File: config.mk
export PLATFORM = sky130hd
export DESIGN_NAME = fetch_group_gen
export DESIGN_NICKNAME = d
export VERILOG_FILES = /design/src/rtl/fetch_group_gen.sv
export SDC_FILE = /design/constraint.sdc
export NUM_CORES = 1
export LEC_CHECK = 0
export ABC_AREA = 1
export CELL_PAD_IN_SITES_DETAIL_PLACEMENT = 0
export CELL_PAD_IN_SITES_GLOBAL_PLACEMENT = 1
export CORE_ASPECT_RATIO = 0.75
export CORE_MARGIN = 2
export CORE_UTILIZATION = 35
export CTS_BUF_LIST = sky130_fd_sc_hd__clkbuf_16
export CTS_CLUSTER_SIZE = 10
export DETAILED_ROUTE_END_ITERATION = 7
export PLACE_DENSITY = 0.85
export SYNTH_ARGS = -nofsm -noshare
export SYNTH_HDL_FRONTEND = slang
export SYNTH_SLANG_ARGS = --single-unit
File: constraint.sdc
create_clock -name clk -period 16.6 [get_ports clk]
set_clock_uncertainty 0.05 [all_clocks]
set_input_delay 4.98 -clock clk [delete_from_list [all_inputs] [get_ports clk]]
set_output_delay 4.98 -clock clk [all_outputs]
set_load 0.05 [all_outputs]
File: src/rtl/fetch_group_gen.sv
// fetch_group_gen: 3-wide fetch front end with predecode, taken truncation and a one-group hold register.
// Optional macro FETCH_STATIC_PREDICT_EN: predict backward B-type branches taken.
module fetch_group_gen #(
  parameter int DATA_WIDTH = 32,
  parameter logic [DATA_WIDTH-1:0] RESET_PC = '0
) (
  input  logic                  clk,
  input  logic                  reset,
  output logic                  imem_req_o,
  output logic [DATA_WIDTH-1:0] imem_addr_o,
  input  logic [DATA_WIDTH-1:0] imem_rdata_i_0,
  input  logic [DATA_WIDTH-1:0] imem_rdata_i_1,
  input  logic [DATA_WIDTH-1:0] imem_rdata_i_2,
  input  logic                  fetch_ready_i,
  input  logic                  flush_i,
  input  logic [DATA_WIDTH-1:0] redirect_pc_i,
  output logic [2:0]            fetch_valid_o,
  output logic [DATA_WIDTH-1:0] instruction_o_0,
  output logic [DATA_WIDTH-1:0] instruction_o_1,
  output logic [DATA_WIDTH-1:0] instruction_o_2,
  output logic [DATA_WIDTH-1:0] pc_o_0,
  output logic [DATA_WIDTH-1:0] pc_o_1,
  output logic [DATA_WIDTH-1:0] pc_o_2,
  output logic [DATA_WIDTH-1:0] imm_o_0,
  output logic [DATA_WIDTH-1:0] imm_o_1,
  output logic [DATA_WIDTH-1:0] imm_o_2,
  output logic [DATA_WIDTH-1:0] pc_at_prediction_o_0,
  output logic [DATA_WIDTH-1:0] pc_at_prediction_o_1,
  output logic [DATA_WIDTH-1:0] pc_at_prediction_o_2,
  output logic                  branch_prediction_o_0,
  output logic                  branch_prediction_o_1,
  output logic                  branch_prediction_o_2
);
  localparam int W = DATA_WIDTH;
  logic [W-1:0] r_pc, r_f2_pc, r_hold_pc;
  logic         r_f2_valid, r_hold_valid;
  logic [W-1:0] r_hold_w [3];
  logic [W-1:0] w_raw [3];
  logic [W-1:0] w_ins [3];
  logic [W-1:0] w_pc  [3];
  logic [W-1:0] w_imm [3];
  logic [W-1:0] w_pat [3];
  logic [W-1:0] w_tgt [3];
  logic [2:0]   w_taken, w_valid, w_pred;
  logic [W-1:0] w_src_pc, w_target;
  logic         w_src_valid, w_req, w_taken_live, w_capture;
  // The hold register keeps raw words and base PC; predecode is shared by both sources.
  assign w_raw[0]    = r_hold_valid ? r_hold_w[0] : imem_rdata_i_0;
  assign w_raw[1]    = r_hold_valid ? r_hold_w[1] : imem_rdata_i_1;
  assign w_raw[2]    = r_hold_valid ? r_hold_w[2] : imem_rdata_i_2;
  assign w_src_pc    = r_hold_valid ? r_hold_pc : r_f2_pc;
  assign w_src_valid = r_hold_valid | r_f2_valid;
  for (genvar i = 0; i < 3; i++) begin : g_slot
    logic [W-1:0] w_word, w_pci, w_immi, w_imm_j, w_imm_b;
    logic         w_jal, w_br, w_pb;
    assign w_word  = w_raw[i];
    assign w_pci   = w_src_pc + W'(i * 4);
    assign w_jal   = w_word[6:0] == 7'b1101111;
    assign w_br    = w_word[6:0] == 7'b1100011;
    assign w_imm_j = {{(W-20){w_word[31]}}, w_word[19:12], w_word[20], w_word[30:21], 1'b0};
    assign w_imm_b = {{(W-12){w_word[31]}}, w_word[7], w_word[30:25], w_word[11:8], 1'b0};
    assign w_immi  = w_jal ? w_imm_j : w_br ? w_imm_b : '0;
`ifdef FETCH_STATIC_PREDICT_EN
    assign w_pb    = w_br & w_word[31];
`else
    assign w_pb    = 1'b0;
`endif
    assign w_taken[i] = w_jal | w_pb;
    assign w_tgt[i]   = w_pci + w_immi;
    assign w_ins[i]   = w_valid[i] ? w_word : W'(32'h13);
    assign w_pc[i]    = w_valid[i] ? w_pci : '0;
    assign w_imm[i]   = w_valid[i] ? w_immi : '0;
    assign w_pat[i]   = w_valid[i] ? (w_taken[i] ? w_tgt[i] : w_pci + W'(4)) : '0;
    assign w_pred[i]  = w_valid[i] & w_taken[i];
  end
  assign w_valid      = !w_src_valid ? 3'b000 : w_taken[0] ? 3'b001 : w_taken[1] ? 3'b011 : 3'b111;
  assign w_target     = w_taken[0] ? w_tgt[0] : w_taken[1] ? w_tgt[1] : w_tgt[2];
  assign w_taken_live = r_f2_valid & ~r_hold_valid & |w_taken;
  // A draining hold (hold_valid with ready) still allows a request, so only ready/flush/reset gate it.
  assign w_req        = fetch_ready_i & ~flush_i & ~reset;
  assign w_capture    = r_f2_valid & ~r_hold_valid & ~fetch_ready_i & ~flush_i;
  always_ff @(posedge clk) begin
    if (reset) begin
      r_pc         <= RESET_PC;
      r_f2_valid   <= 1'b0;
      r_hold_valid <= 1'b0;
    end else begin
      r_pc         <= flush_i ? (redirect_pc_i & ~W'(3)) : w_taken_live ? w_target : w_req ? r_pc + W'(12) : r_pc;
      r_f2_valid   <= w_req & ~w_taken_live;
      r_hold_valid <= ~flush_i & ~fetch_ready_i & w_src_valid;
      if (w_req) r_f2_pc <= r_pc;
      if (w_capture) begin
        r_hold_pc   <= r_f2_pc;
        r_hold_w[0] <= imem_rdata_i_0;
        r_hold_w[1] <= imem_rdata_i_1;
        r_hold_w[2] <= imem_rdata_i_2;
      end
    end
  end
  assign imem_req_o            = w_req;
  assign imem_addr_o           = r_pc;
  assign fetch_valid_o         = w_valid;
  assign instruction_o_0       = w_ins[0];
  assign instruction_o_1       = w_ins[1];
  assign instruction_o_2       = w_ins[2];
  assign pc_o_0                = w_pc[0];
  assign pc_o_1                = w_pc[1];
  assign pc_o_2                = w_pc[2];
  assign imm_o_0               = w_imm[0];
  assign imm_o_1               = w_imm[1];
  assign imm_o_2               = w_imm[2];
  assign pc_at_prediction_o_0  = w_pat[0];
  assign pc_at_prediction_o_1  = w_pat[1];
  assign pc_at_prediction_o_2  = w_pat[2];
  assign branch_prediction_o_0 = w_pred[0];
  assign branch_prediction_o_1 = w_pred[1];
  assign branch_prediction_o_2 = w_pred[2];
endmodule

==> impl_results.md <==
* Number of global-route vias before repair at around 20000
* CTS root buf: clkbuf_16
* Hold-fix buffers, CTS at 0
* Post-synth top area cell: edfxtp_1
* Post-CTS resize count at 0
* Post-synth cell types at 64
* Core Util, Final at a little under half
* Worst Path Required at about 12 ns
* Max VDD drop at between 0.06 and 0.07 mV
* R2R cell count at 22
* R2R setup slack at approximately 10 ns
* Initial antenna violation count at 2
* CTS buffer count at 17
* Reg area at roughly 5500 sq um
* Synth Register Bits at roughly 190
* Vias per inst at ~5.3
* Drt first pass iters at 8
* RSZ-0062 raised after global routing: false
* Routability congestion estimate at between 0.9 and 1
* Row cnt at 75
* Worst Path Arrival at ~11 ns
* GRT Util Overall at about a third
* Status: complete, but fails checks
* Clk sinks at 194
* Pwr dens at around 53 nW/um^2
* Min-Delay Endpoint: r_hold_pc[13]
* Yosys warnings at 0
* Mapped Avg Cell Area at between 6 and 7 sq um
* Worst hold start: r_f2_pc[13]
* TritonCTS clock tree: done
* Post-DP HPWL at roughly 80 mm
* Total Power at 1.406 mW
* Clk buf depth at 2
* Routed Antenna Nets at 0
* Post-synth EDFFs at 160
* Crit Path Max Fanout at 26
* Clock Latency Late Sink at 0.48 ns
* Synth Flop Type: edfxtp_1
* Post-CTS Setup Bufs at 0
* Count leader, synth: nand2_1
* Hold Path Class: register to register
* Largest net degree at the start of global routing at slightly above 70
* Crit path time final at between 15 and 20 ns
* Ant diodes at 0
* DRT Wirelength at 97.46 mm
* Critical Path End Type: output port
* Post-Synthesis Cells at roughly 3000
* Post-route setup TNS at 0 ns
* Core area at about 56000 sq um
* Grt total ovfl at 0
* Die Ht at between 200 and 250 microns
* DRC errors left at 1
* Die Wd at about 280 microns
* Clk slew on worst S/H paths at around 0.080 ns
* H-tree Lvls at 4
* First-pass GRT wire length at roughly 140 mm
* Crit path launch type: input port
* Worst Max-Slew Pin Slew at 1.136 ns
* Worst Hold Depth at 0
* Post-synthesis sequential area ratio at 27.41%
* Max-slew headroom at between 20% and 30%
* # setup viols final at 0
* Port-buffer cells at approximately 550
* Setup CP Type: input port to output port
* Starting Density at 35.60%
* Period utilization at around 94%
* Nets at ~3700
* Drt initial violations at between 2000 and 2500
* # fillers at approximately 6000
* Most instantiated cells after synthesis: 679 x nand2_1, 440 x nor2_1, 332 x inv_1
* Largest cells by area after synthesis: edfxtp_1 24%, nand2_1 13%, nor2_1 8.3%
* DIE AREA at approximately 60000 sq um
* Static Leak at about 11 nW
* Multi-input logic area at ~12000 sq um
* Yosys top cell area share at between 20% and 30%
* Worst R2R End: imem_addr_o[23]
* Worst reg2reg startpoint: r_hold_valid
* Max_cap viols at 0
* Routed vias at 22490
* Layout cells sized above 1 at between 6 and 7%
* Slew Viols, Final at 0
* I/O Pins at around 560
* Max Fclk at 63.85 MHz
* Violated checks: DRC
* Final Hold Viols at 0
* Synthesis-to-layout area growth at 32.50%
* FFs w/ async S/R, synth at 0%
* WL/cell at about 23 microns
* Mapped Area at between 20000 and 25000 sq um
## placed cells by master, fill, tap and decap left out, types with 8 or more instances in the layout
cell	synthesis	layout
nand2_1	679	678
clkdlybuf4s50_1	0	515
nor2_1	440	438
inv_1	332	331
a21oi_1	233	233
o21ai_0	185	185
edfxtp_1	160	160
nand3_1	140	140
ha_1	95	95
xor2_1	93	93
mux2i_1	74	74
nor3_1	70	69
buf_4	45	68
o22ai_1	37	37
dfxtp_1	34	33
inv_2	31	30
nand4_1	28	28
or2_2	27	27
nand2_2	19	20
o21ai_1	17	17
clkbuf_16	0	17
nand3b_1	15	15
xnor2_1	13	13
o21ai_2	10	10
nor2_2	10	10
nor2_4	8	10
o21a_1	10	10
nor3_2	7	8
a21o_1	8	8
o211ai_1	8	8
## per-layer routing
layer	track usage, %	share of wire, %
met5	1.241	0.12
met4	8.980	2.7
met3	7.433	9.3
met2	48.68	43
met1	44.41	45
## state kept, by name, summed over array words and instances (netlist names), named ones only
signal,flops
imem_addr_o,30
r_f2_pc,32
r_f2_valid,1
r_hold_pc,32
r_hold_valid,1
r_hold_w,96
## worst max-delay path, stage by stage
cell and delay, ns:
clkdlybuf4s50_1 0.48, or2_2 0.11, o21ai_0 0.10, or2_1 0.35, nor3_1 0.17, nand2_1 0.23, inv_2 0.12, buf_4 0.33
nand2_1 0.09, nand2_1 0.12, inv_1 0.06, ha_1 0.35, nand2_1 0.07, inv_1 0.05, a21oi_1 0.09, o21ai_0 0.42
a21oi_1 0.19, o21ai_0 0.49, a21boi_0 0.25, o21ai_0 0.34, xor2_1 0.22, nand2_1 0.08, o21ai_0 0.09, clkdlybuf4s50_1 0.84
## report_power, final
group	switching, mW	internal [mW]
sequential	0.0130	0.537
combinational	0.288	0.131
clock	0.222	0.216
total	0.523	0.883
## logic make-up (layout without fill, tap and decap cells)
group | count (synthesis) | after routing | synth area share, %
AOI/OAI and AO/OA | 560 | 560 | 15.56
xor gates and xnor gates | 111 | 111 | 5.046
adders and majority gates | 98 | 98 | 6.240
buffers and inverters | 509 | 983 | 10.54
DFF | 194 | 194 | 27.41
muxes | 74 | 74 | 3.702
other | 1 | 3 | 0.01874
and+or+nand+nor | 1473 | 1473 | 31.48
## how the worst max path moves through the flow
stage | slack [ns] | endpoint | start | cells after the start
final | 0.94 | pc_at_prediction_o_2[22] | imem_rdata_i_2[1] | 24
after global routing | 0.28 | pc_at_prediction_o_2[22] | imem_rdata_i_2[0] | 24
after CTS | 0.99 | pc_at_prediction_o_2[22] | imem_rdata_i_2[0] | 24
after detailed placement | 1.04 | pc_at_prediction_o_2[22] | imem_rdata_i_2[0] | 24
after global placement | 1.12 | pc_at_prediction_o_2[22] | imem_rdata_i_2[0] | 24
after floorplan | 1.96 | r_hold_pc[0] | flush_i | 3
## stage by stage
stage | setup slack [ns] | cells | hold slack (ns) | area, sq um
2_1_floorplan | 1.961 | 3022 | 0.3707 | 20020
3_3_place_gp | 1.115 | 4196 | 0.3729 | 25920
3_5_place_dp | 1.040 | 4196 | 0.3818 | 25920
4_1_cts | 0.9873 | 4227 | 0.3988 | 26510
5_1_grt | 0.2798 | 4227 | 0.4076 | 26510
6_report | 0.9385 | 4227 | 0.4011 | 26510
## final cells by class
cell class,instances,area share [%]
multi-input cells,2319,46.94
flip-flops and latches,194,20.70
clock buffers,17,1.604
well taps,731,3.450
repair buffers,584,21.44
clock inverters,14,0.6276
inverters,368,5.229
Power figures use the tool's default switching activity.
